## config.mk

```make
export PLATFORM = sky130hd
export DESIGN_NAME = pbch_dmrs_gen_flat
export DESIGN_NICKNAME = d
export VERILOG_FILES = /design/src/rtl/pbch_dmrs_gen_if.sv /design/src/rtl/pbch_dmrs_gen.sv /design/src/flat_wrapper.sv
export SDC_FILE = /design/constraint.sdc
export NUM_CORES = 1
export LEC_CHECK = 0
export ABC_AREA = 1
export CAP_MARGIN = 20
export CORE_MARGIN = 4
export CORE_UTILIZATION = 65
export DETAILED_ROUTE_END_ITERATION = 7
export GPL_TIMING_DRIVEN = 0
export PLACE_DENSITY = 0.95
export REMOVE_ABC_BUFFERS = 1
export SLEW_MARGIN = 40
export SYNTH_ARGS = -nofsm -noshare
export SYNTH_HDL_FRONTEND = slang
export SYNTH_SLANG_ARGS = --single-unit
```

## constraint.sdc

```tcl
create_clock -name clk_i -period 10.24 [get_ports clk_i]
set_clock_uncertainty 0.15 [all_clocks]
set_input_delay 2.048 -clock clk_i [delete_from_list [all_inputs] [get_ports clk_i]]
set_output_delay 2.048 -clock clk_i [all_outputs]
set_load 0.02 [all_outputs]
```

## src/rtl/pbch_dmrs_gen_if.sv

```systemverilog
// AXI-stream bundle carrying PBCH DMRS QPSK bit pairs, each tagged with its ibar_SSB.
interface pbch_dmrs_gen_if;
  logic [1:0] tdata;
  logic [2:0] tuser;
  logic       tlast;
  logic       tvalid;
  logic       tready;

  modport master (output tdata, tuser, tlast, tvalid, input tready);
  modport slave  (input tdata, tuser, tlast, tvalid, output tready);
endinterface

```

## src/rtl/pbch_dmrs_gen.sv

```systemverilog
// PBCH DMRS Gold-sequence generator: derives c_init, skips NC samples, then streams
// {c(2m+1), c(2m)} pairs for one ibar_SSB or for every candidate 0..L_MAX-1.
module pbch_dmrs_gen #(
  parameter int SEQ_LEN     = 144,
  parameter int NC          = 1600,
  parameter int L_MAX       = 8,
  parameter int MAX_CELL_ID = 1007
) (
  input  logic                           clk_i,
  input  logic                           reset_i,
  input  logic [$clog2(MAX_CELL_ID)-1:0] N_id_i,
  input  logic                           N_id_valid_i,
  input  logic [2:0]                     ibar_i,
  input  logic                           sweep_i,
  pbch_dmrs_gen_if.master                m_axis_out,
  output logic                           busy_o,
  output logic                           done_o
);

  localparam int NID_W       = $clog2(MAX_CELL_ID);
  localparam int SKIP_CYCLES = NC / 2;
  localparam int SKIP_W      = (SKIP_CYCLES > 1) ? $clog2(SKIP_CYCLES) : 1;
  localparam int BEAT_W      = (SEQ_LEN > 1) ? $clog2(SEQ_LEN) : 1;

  typedef enum logic [2:0] {S_IDLE, S_LOAD, S_SKIP, S_STREAM, S_DONE} state_e;

  state_e            state_q, state_d;
  logic [30:0]       x1_q, x1_d;
  logic [30:0]       x2_q, x2_d;
  logic [SKIP_W-1:0] skip_q, skip_d;
  logic [BEAT_W-1:0] beat_q, beat_d;
  logic [NID_W-1:0]  nid_q, nid_d;
  logic [2:0]        ibar_q, ibar_d;
  logic              sweep_q, sweep_d;

  logic        start;
  logic        handshake;
  logic        last_beat;
  logic        more_seq;
  logic        skip_end;
  logic [3:0]  ibar_p1;
  logic [30:0] c_init;

  // Bit k of each register holds x(n+k); one call moves n forward by two.
  function automatic logic [30:0] x1_step2(input logic [30:0] x);
    return {x[4] ^ x[1], x[3] ^ x[0], x[30:2]};
  endfunction

  function automatic logic [30:0] x2_step2(input logic [30:0] x);
    return {x[4] ^ x[3] ^ x[2] ^ x[1], x[3] ^ x[2] ^ x[1] ^ x[0], x[30:2]};
  endfunction

  assign start     = N_id_valid_i && (32'(N_id_i) <= 32'(MAX_CELL_ID));
  assign handshake = (state_q == S_STREAM) && m_axis_out.tready;
  assign last_beat = (beat_q == BEAT_W'(SEQ_LEN - 1));
  assign more_seq  = sweep_q && (32'(ibar_q) < 32'(L_MAX - 1));
  assign skip_end  = (skip_q == SKIP_W'(SKIP_CYCLES - 1));

  assign ibar_p1 = {1'b0, ibar_q} + 4'd1;
  assign c_init  = ((31'(ibar_p1) * (31'(nid_q[NID_W-1:2]) + 31'd1)) << 11)
                 + (31'(ibar_p1) << 6)
                 + 31'(nid_q[1:0]);

  // NOTE: sequential state uses <= so every flop samples pre-edge values regardless of block order.
  always_ff @(posedge clk_i) begin
    if (reset_i) begin
      state_q <= S_IDLE;
    end else begin
      state_q <= state_d;
    end
  end

  // NOTE: every combinational output is defaulted first so no path can infer a latch.
  always_comb begin
    state_d = state_q;
    case (state_q)
      S_IDLE:   if (start) state_d = S_LOAD;
      S_LOAD:   state_d = (SKIP_CYCLES == 0) ? S_STREAM : S_SKIP;
      S_SKIP:   if (skip_end) state_d = S_STREAM;
      S_STREAM: if (handshake && last_beat) state_d = more_seq ? S_LOAD : S_DONE;
      S_DONE:   state_d = S_IDLE;
      default:  state_d = S_IDLE;
    endcase
  end

  // The LFSR pair itself is the output register: it only moves on an accepted beat,
  // so a stalled beat holds its data and the first pair is visible straight after SKIP.
  always_comb begin
    busy_o            = (state_q != S_IDLE);
    done_o            = (state_q == S_DONE);
    m_axis_out.tvalid = (state_q == S_STREAM);
    m_axis_out.tlast  = (state_q == S_STREAM) && last_beat;
    m_axis_out.tdata  = (state_q == S_STREAM) ? (x1_q[1:0] ^ x2_q[1:0]) : 2'b00;
    m_axis_out.tuser  = ibar_q;
  end

  always_comb begin
    x1_d    = x1_q;
    x2_d    = x2_q;
    skip_d  = skip_q;
    beat_d  = beat_q;
    nid_d   = nid_q;
    ibar_d  = ibar_q;
    sweep_d = sweep_q;
    case (state_q)
      S_IDLE: begin
        if (start) begin
          nid_d   = N_id_i;
          sweep_d = sweep_i;
          ibar_d  = sweep_i ? 3'd0 : ibar_i;
        end
      end
      S_LOAD: begin
        x1_d   = 31'd1;
        x2_d   = c_init;
        skip_d = '0;
        beat_d = '0;
      end
      S_SKIP: begin
        x1_d   = x1_step2(x1_q);
        x2_d   = x2_step2(x2_q);
        skip_d = skip_q + SKIP_W'(1);
      end
      S_STREAM: begin
        if (handshake) begin
          x1_d = x1_step2(x1_q);
          x2_d = x2_step2(x2_q);
          if (!last_beat) begin
            beat_d = beat_q + BEAT_W'(1);
          end else if (more_seq) begin
            ibar_d = ibar_q + 3'd1;
          end
        end
      end
      default: ;
    endcase
  end

  always_ff @(posedge clk_i) begin
    if (reset_i) begin
      x1_q    <= '0;
      x2_q    <= '0;
      skip_q  <= '0;
      beat_q  <= '0;
      nid_q   <= '0;
      ibar_q  <= '0;
      sweep_q <= 1'b0;
    end else begin
      x1_q    <= x1_d;
      x2_q    <= x2_d;
      skip_q  <= skip_d;
      beat_q  <= beat_d;
      nid_q   <= nid_d;
      ibar_q  <= ibar_d;
      sweep_q <= sweep_d;
    end
  end

endmodule

```

## src/flat_wrapper.sv

```systemverilog
// flat-port wrapper written by rule: the top's interface ports become plain ports
module pbch_dmrs_gen_flat 
#(
  parameter int SEQ_LEN     = 144,
  parameter int NC          = 1600,
  parameter int L_MAX       = 8,
  parameter int MAX_CELL_ID = 1007
)
  (clk_i, reset_i, N_id_i, N_id_valid_i, ibar_i, sweep_i, busy_o, done_o, m_axis_out_tdata, m_axis_out_tuser, m_axis_out_tlast, m_axis_out_tvalid, m_axis_out_tready);
  pbch_dmrs_gen_if m_axis_out_i ();
  input  logic clk_i;
  input  logic reset_i;
  input  logic [$clog2(MAX_CELL_ID)-1:0] N_id_i;
  input  logic N_id_valid_i;
  input  logic [2:0] ibar_i;
  input  logic sweep_i;
  output logic busy_o;
  output logic done_o;
  output wire logic [$bits(m_axis_out_i.tdata)-1:0] m_axis_out_tdata;
  output wire logic [$bits(m_axis_out_i.tuser)-1:0] m_axis_out_tuser;
  output wire logic [$bits(m_axis_out_i.tlast)-1:0] m_axis_out_tlast;
  output wire logic [$bits(m_axis_out_i.tvalid)-1:0] m_axis_out_tvalid;
  input wire logic [$bits(m_axis_out_i.tready)-1:0] m_axis_out_tready;
  assign m_axis_out_tdata = m_axis_out_i.tdata;
  assign m_axis_out_tuser = m_axis_out_i.tuser;
  assign m_axis_out_tlast = m_axis_out_i.tlast;
  assign m_axis_out_tvalid = m_axis_out_i.tvalid;
  assign m_axis_out_i.tready = m_axis_out_tready;
  pbch_dmrs_gen #(.SEQ_LEN(SEQ_LEN), .NC(NC), .L_MAX(L_MAX), .MAX_CELL_ID(MAX_CELL_ID)) u_core (.clk_i(clk_i), .reset_i(reset_i), .N_id_i(N_id_i), .N_id_valid_i(N_id_valid_i), .ibar_i(ibar_i), .sweep_i(sweep_i), .m_axis_out(m_axis_out_i), .busy_o(busy_o), .done_o(done_o));
endmodule
```

; After elaboration in Yosys (flattened, before gate mapping)
; Cells that the tools add are included.
[totals]
elab_cells = 76
register_bits = 97
in_bits = 18
[classes]
multipliers = 1
n_lt_le_gt_ge = 2
bitwise_logic = 9
add_sub_neg = 7
n_mux = 20
n_reduce_logical = 16
eq_ne = 13
[ops]
columns = operator, count
row1 = $pmux 31 s3, 2
row2 = $mux 31, 2
row3 = $add 31x10->31, 1
row4 = $add 31x2->31, 1
row5 = $mul 4x31->20, 1
row6 = $mux 3, 9
row7 = $pmux 10 s2, 1
row8 = $mux 8, 2
row9 = $pmux 8 s2, 1
row10 = $ne 2x1->1 const B, 6
row11 = $pmux 3 s4, 1
row12 = $add 10x1->10 const B, 1
row13 = $eq 10x10->1 const B, 1
row14 = $le 10x10->1 const B, 1
row15 = $add 8x1->9 const B, 1
row16 = $add 8x1->8 const B, 1
row17 = $eq 8x8->1 const B, 1
row18 = $xor 1x1->1, 8
row19 = $eq 3x2->1 const B, 2
row20 = $pmux 3 s2, 1
row21 = $reduce_and 3->1, 2
row22 = $reduce_bool 2->1, 3
row23 = $reduce_bool 3->1, 2
row24 = $logic_and 1x1->1, 5
row25 = other kinds (11), 12

; Logic depth before layout (Yosys ltp)
[depth]
ltp_word = 6
ltp_mapped = 21

; Least setup slack after synthesis
; Ideal clock, no wire load.
[synth_path]
kind = flip-flop to flip-flop
from = register u_core.ibar_q[0] (netlist: u_core.m_axis_out.tuser[0])
to = register u_core.x2_q[20]
setup_ns = 0.070
slack_ns = 6.712
stages_incl_launch_ff = 17
arrival_time_ns = 3.308
path_cell_list = dfxtp_1 ha_1 or2_2 nand2_1 nor2_1 fa_1 inv_1 fa_1 inv_1 ha_1 a21oi_1 nor2_1 nor2_1 nand2_1 a21oi_1 o21ai_0 a21oi_1
[synth_via]
elab_chain_cells = 5
[synth_rtl]
columns = element, line
row1 = "start, declared", pbch_dmrs_gen.sv:33  ; logic [2:0] ibar_q, ibar_d;
row2 = "start signal, assigned", pbch_dmrs_gen.sv:154  ; ibar_q <= ibar_d;
row3 = $add 3x1->4 (*), pbch_dmrs_gen.sv:59  ; assign ibar_p1 = {1'b0, ibar_q} + 4'd1;
row4 = $mul 4x31->20, pbch_dmrs_gen.sv:60  ; assign c_init = ((31'(ibar_p1) * (31'(nid_q[NID_W-1:2]) + 31'd1)) << 11)
row5 = $add 31x10->31 (*), pbch_dmrs_gen.sv:61  ; + (31'(ibar_p1) << 6)
row6 = $add 31x2->31 (*), pbch_dmrs_gen.sv:62  ; + 31'(nid_q[1:0]);
row7 = $pmux 31 s3 (*), pbch_dmrs_gen.sv:105  ; case (state_q)
row8 = "end signal, assigned", pbch_dmrs_gen.sv:142  ; x2_q <= '0;
row9 = "end signal, assigned", pbch_dmrs_gen.sv:150  ; x2_q <= x2_d;
row10 = "end, declared", pbch_dmrs_gen.sv:29  ; logic [30:0] x2_q, x2_d;
; Mark *: on every way between the ends. The rest lies on a longest branch, timed or not.
; A chain may end at the register's enable or synchronous reset.

; Worst setup path after layout
[layout_path]
from = register u_core.state_q[1]
to = output m_axis_out_tlast
[layout_via]
elab_chain_cells = 2
[layout_rtl]
columns = element, line
row1 = "start, declared", pbch_dmrs_gen.sv:27  ; state_e state_q, state_d;
row2 = "start signal, assigned", pbch_dmrs_gen.sv:69  ; state_q <= state_d;
row3 = $eq 3x2->1, pbch_dmrs_gen.sv:92  ; m_axis_out.tlast = (state_q == S_STREAM) && last_beat;
row4 = $logic_and 1x1->1, pbch_dmrs_gen.sv:92
row5 = "end, declared", flat_wrapper.sv:21  ; output wire logic [$bits(m_axis_out_i.tlast)-1:0] m_axis_out_tlast;
; No other way between the ends.

==> reports/metrics.csv <==
metric,value,unit
synth_cell_types,38,
ir_drop,0.000182,V
ys.flop_type,dfxtp_1,
cts.clk_slew.worst_paths,0.11,ns
clockRootBuffer,clkbuf_8,
finalCritPeriodShare,44.0,%
ctsHoldBuffers,0,
post-route-min-period,4.51,ns
gr-usage-met3,4.70,%
comb_power_share,41.9,%
io_pins,27,
dpl.cell_count,875,
synth_area,5410,sq um
drive_above_1_share,5.21,%
finalMaxSlewViolations,0,
postRouteAntennaNets,0,
cp.arrival,2.31,ns
wl_per_cell,14.1,um
power.share.sequential,38.1,%
top_usage_layer,met2,
fin_ws,5.73,ns
drt-total-wl,12600,um
finalSetupViolCount,0,
drt-initial-drc-count,421,
synth_edf_count,0,
worstPathMaxFanout,24,
drc,0,
p_int,0.702,mW
die_y,99.2,um
hold_violations,0,
initial_core_util,66.5,%
die_w,99.2,um
area_growth,8.33,%
max_freq,222,MHz
worst_pin_slew,0.685,ns
rsz0062_at_grt,false,
via_per_inst,5.73,
num-fill-cells,570,
holdWs,0.314,ns
synth_top_cell_area_share,35.9,%
status,"complete, no violations",
cts_buffers,9,
pre_cts_slack,5.60,ns
antenna_found_initial,0,
port_buffers,26,
cts_tree,done,
postCtsSetupBuffers,0,
core-area,8130,sq um
clk_path_buf_depth,2,
power,1.27,mW
yosysWarnings,0,
num_rows,33,
critPathLaunchType,flip-flop,
netlist_top_cells_count,"nand2_1 (196), dfxtp_1 (97), a21oi_1 (92)",
final_nets,835,
first_global_vias,4898,
final_area,5860,sq um
switchingPower,0.568,mW
avgSynthCellArea,6.99,sq um
syn_inst,774,
antenna_cells,0,
post_dp_cell_area,5640,sq um
cts_resized,0,
gr-total-overflow,0,
finalCoreUtilization,72.0,%
drt_first_pass_iters,5,
hp-class,reg2reg,
grtUsageMet1,31.5,%
slew_headroom,54.3,%
numClockSinks,97,
clock_latency,0.37,ns
layout.cells.non_filler,892,
dieArea,9840,sq um
cp-end-kind,primary output,
p_leak,2.38,nW
htreeDepth,3,
grt_max_degree,59,
vias,5114,
synth_area_leaders,"dfxtp_1 (36%), nand2_1 (14%), a21oi_1 (8.5%)",
p_clk_share,20.0,%
timing.critical_path.required,8.04,ns
grt_use_total,25.8,%
grtUsageMet2,45.7,%
setup_tns,0,ns
yosysMostFrequentCell,nand2_1,
grt_pass1_wl,21200,um
crit_type,reg2out,
pwr_density_cell,217,nW/um^2
gp_congestion,0.876,
synth_seq_cells,97,
netSwitchingFraction,44.7,%
dpl.hpwl,8390,um
yosys.area.top_type,dfxtp_1,
seq_area_frac_synth,35.9,%
synthArstFlopShare,0,%
timing.max_cap.violations,0,
## registers in the layout, indices dropped and copies added, names as in the netlist
signal / count
u_core.x1_q: 31
u_core.beat_q: 8
u_core.nid_q: 10
u_core.skip_q: 10
u_core.state_q: 3
u_core.m_axis_out.tuser: 3
u_core.sweep_q: 1
u_core.x2_q: 31
## cell type report
| cell class | instances | area [sq um] | area share, % |
|---|---|---|---|
| Multi-Input combinational cell | 559 | 2980 | 50.9 |
| Timing Repair Buffer | 27 | 269 | 4.59 |
| Inverter | 88 | 332 | 5.66 |
| Tap cell | 105 | 131 | 2.24 |
| Clock inverter | 7 | 81.3 | 1.39 |
| Sequential cell | 97 | 1940 | 33.1 |
| Clock buffer | 9 | 124 | 2.11 |
## path summary, 6_finish.rpt
check / from / to / slack, ns / cells after the start
setup / recovery: u_core.state_q[1] / m_axis_out_tlast / 5.73 / 5
hold / removal: u_core.x1_q[16] / u_core.x1_q[14] / 0.31 / 2
setup reg to reg: u_core.nid_q[2] / u_core.x2_q[22] / 6.10 / 19
hold reg to reg: u_core.x1_q[16] / u_core.x1_q[14] / 0.31 / 2
## worst max-delay path: stages, from the launching register on
cell and delay (ns):
dfxtp_1 0.44, nand2_4 0.23, nor2_8 0.25, inv_2 0.17, nor2_4 0.21, clkdlybuf4s50_1 0.64
## cell usage in the layout, fill, tap and decap left out, types with 2 or more instances in the layout
master	instances
inv_8	2
nand2_2	2
clkinv_8	2
nor2_1	82
a211oi_1	3
dfxtp_1	97
a21oi_1	92
inv_1	81
inv_6	2
xnor2_1	6
nand2_1	196
o21ai_0	48
clkdlybuf4s50_1	25
a31oi_1	12
nand4_1	8
or2_2	6
nor2_4	2
inv_2	6
ha_1	21
nand3_1	35
nor3_1	10
fa_1	14
xor2_1	8
o22ai_1	2
clkbuf_8	9
## cells by family (layout without fill, tap and decap cells)
family	Yosys count	in the layout	share of synthesized area [%]
compound gates	162	162	15.8
fa+ha+maj	35	35	10.0
simple gates	348	348	27.0
xor+xnor	14	14	2.27
flops	97	97	35.9
buf+inv	118	131	9.00
## routing by layer
layer,part of all wire [%],vias to the layer above
li1,-,2511
met1,41,2369
met2,50,198
met3,6.1,36
met4,2.2,0
met5,0,-
## power groups by stage
stage	Clock (mW)	Sequential (mW)	Combinational, mW
2_1_floorplan	0	0.483	0.370
3_3_place_gp	0	0.485	0.482
3_5_place_dp	0	0.490	0.506
4_1_cts	0.256	0.482	0.519
5_1_grt	0.269	0.490	0.596
6_report	0.254	0.484	0.531
Note: power is estimated with default switching activity, not from simulation.
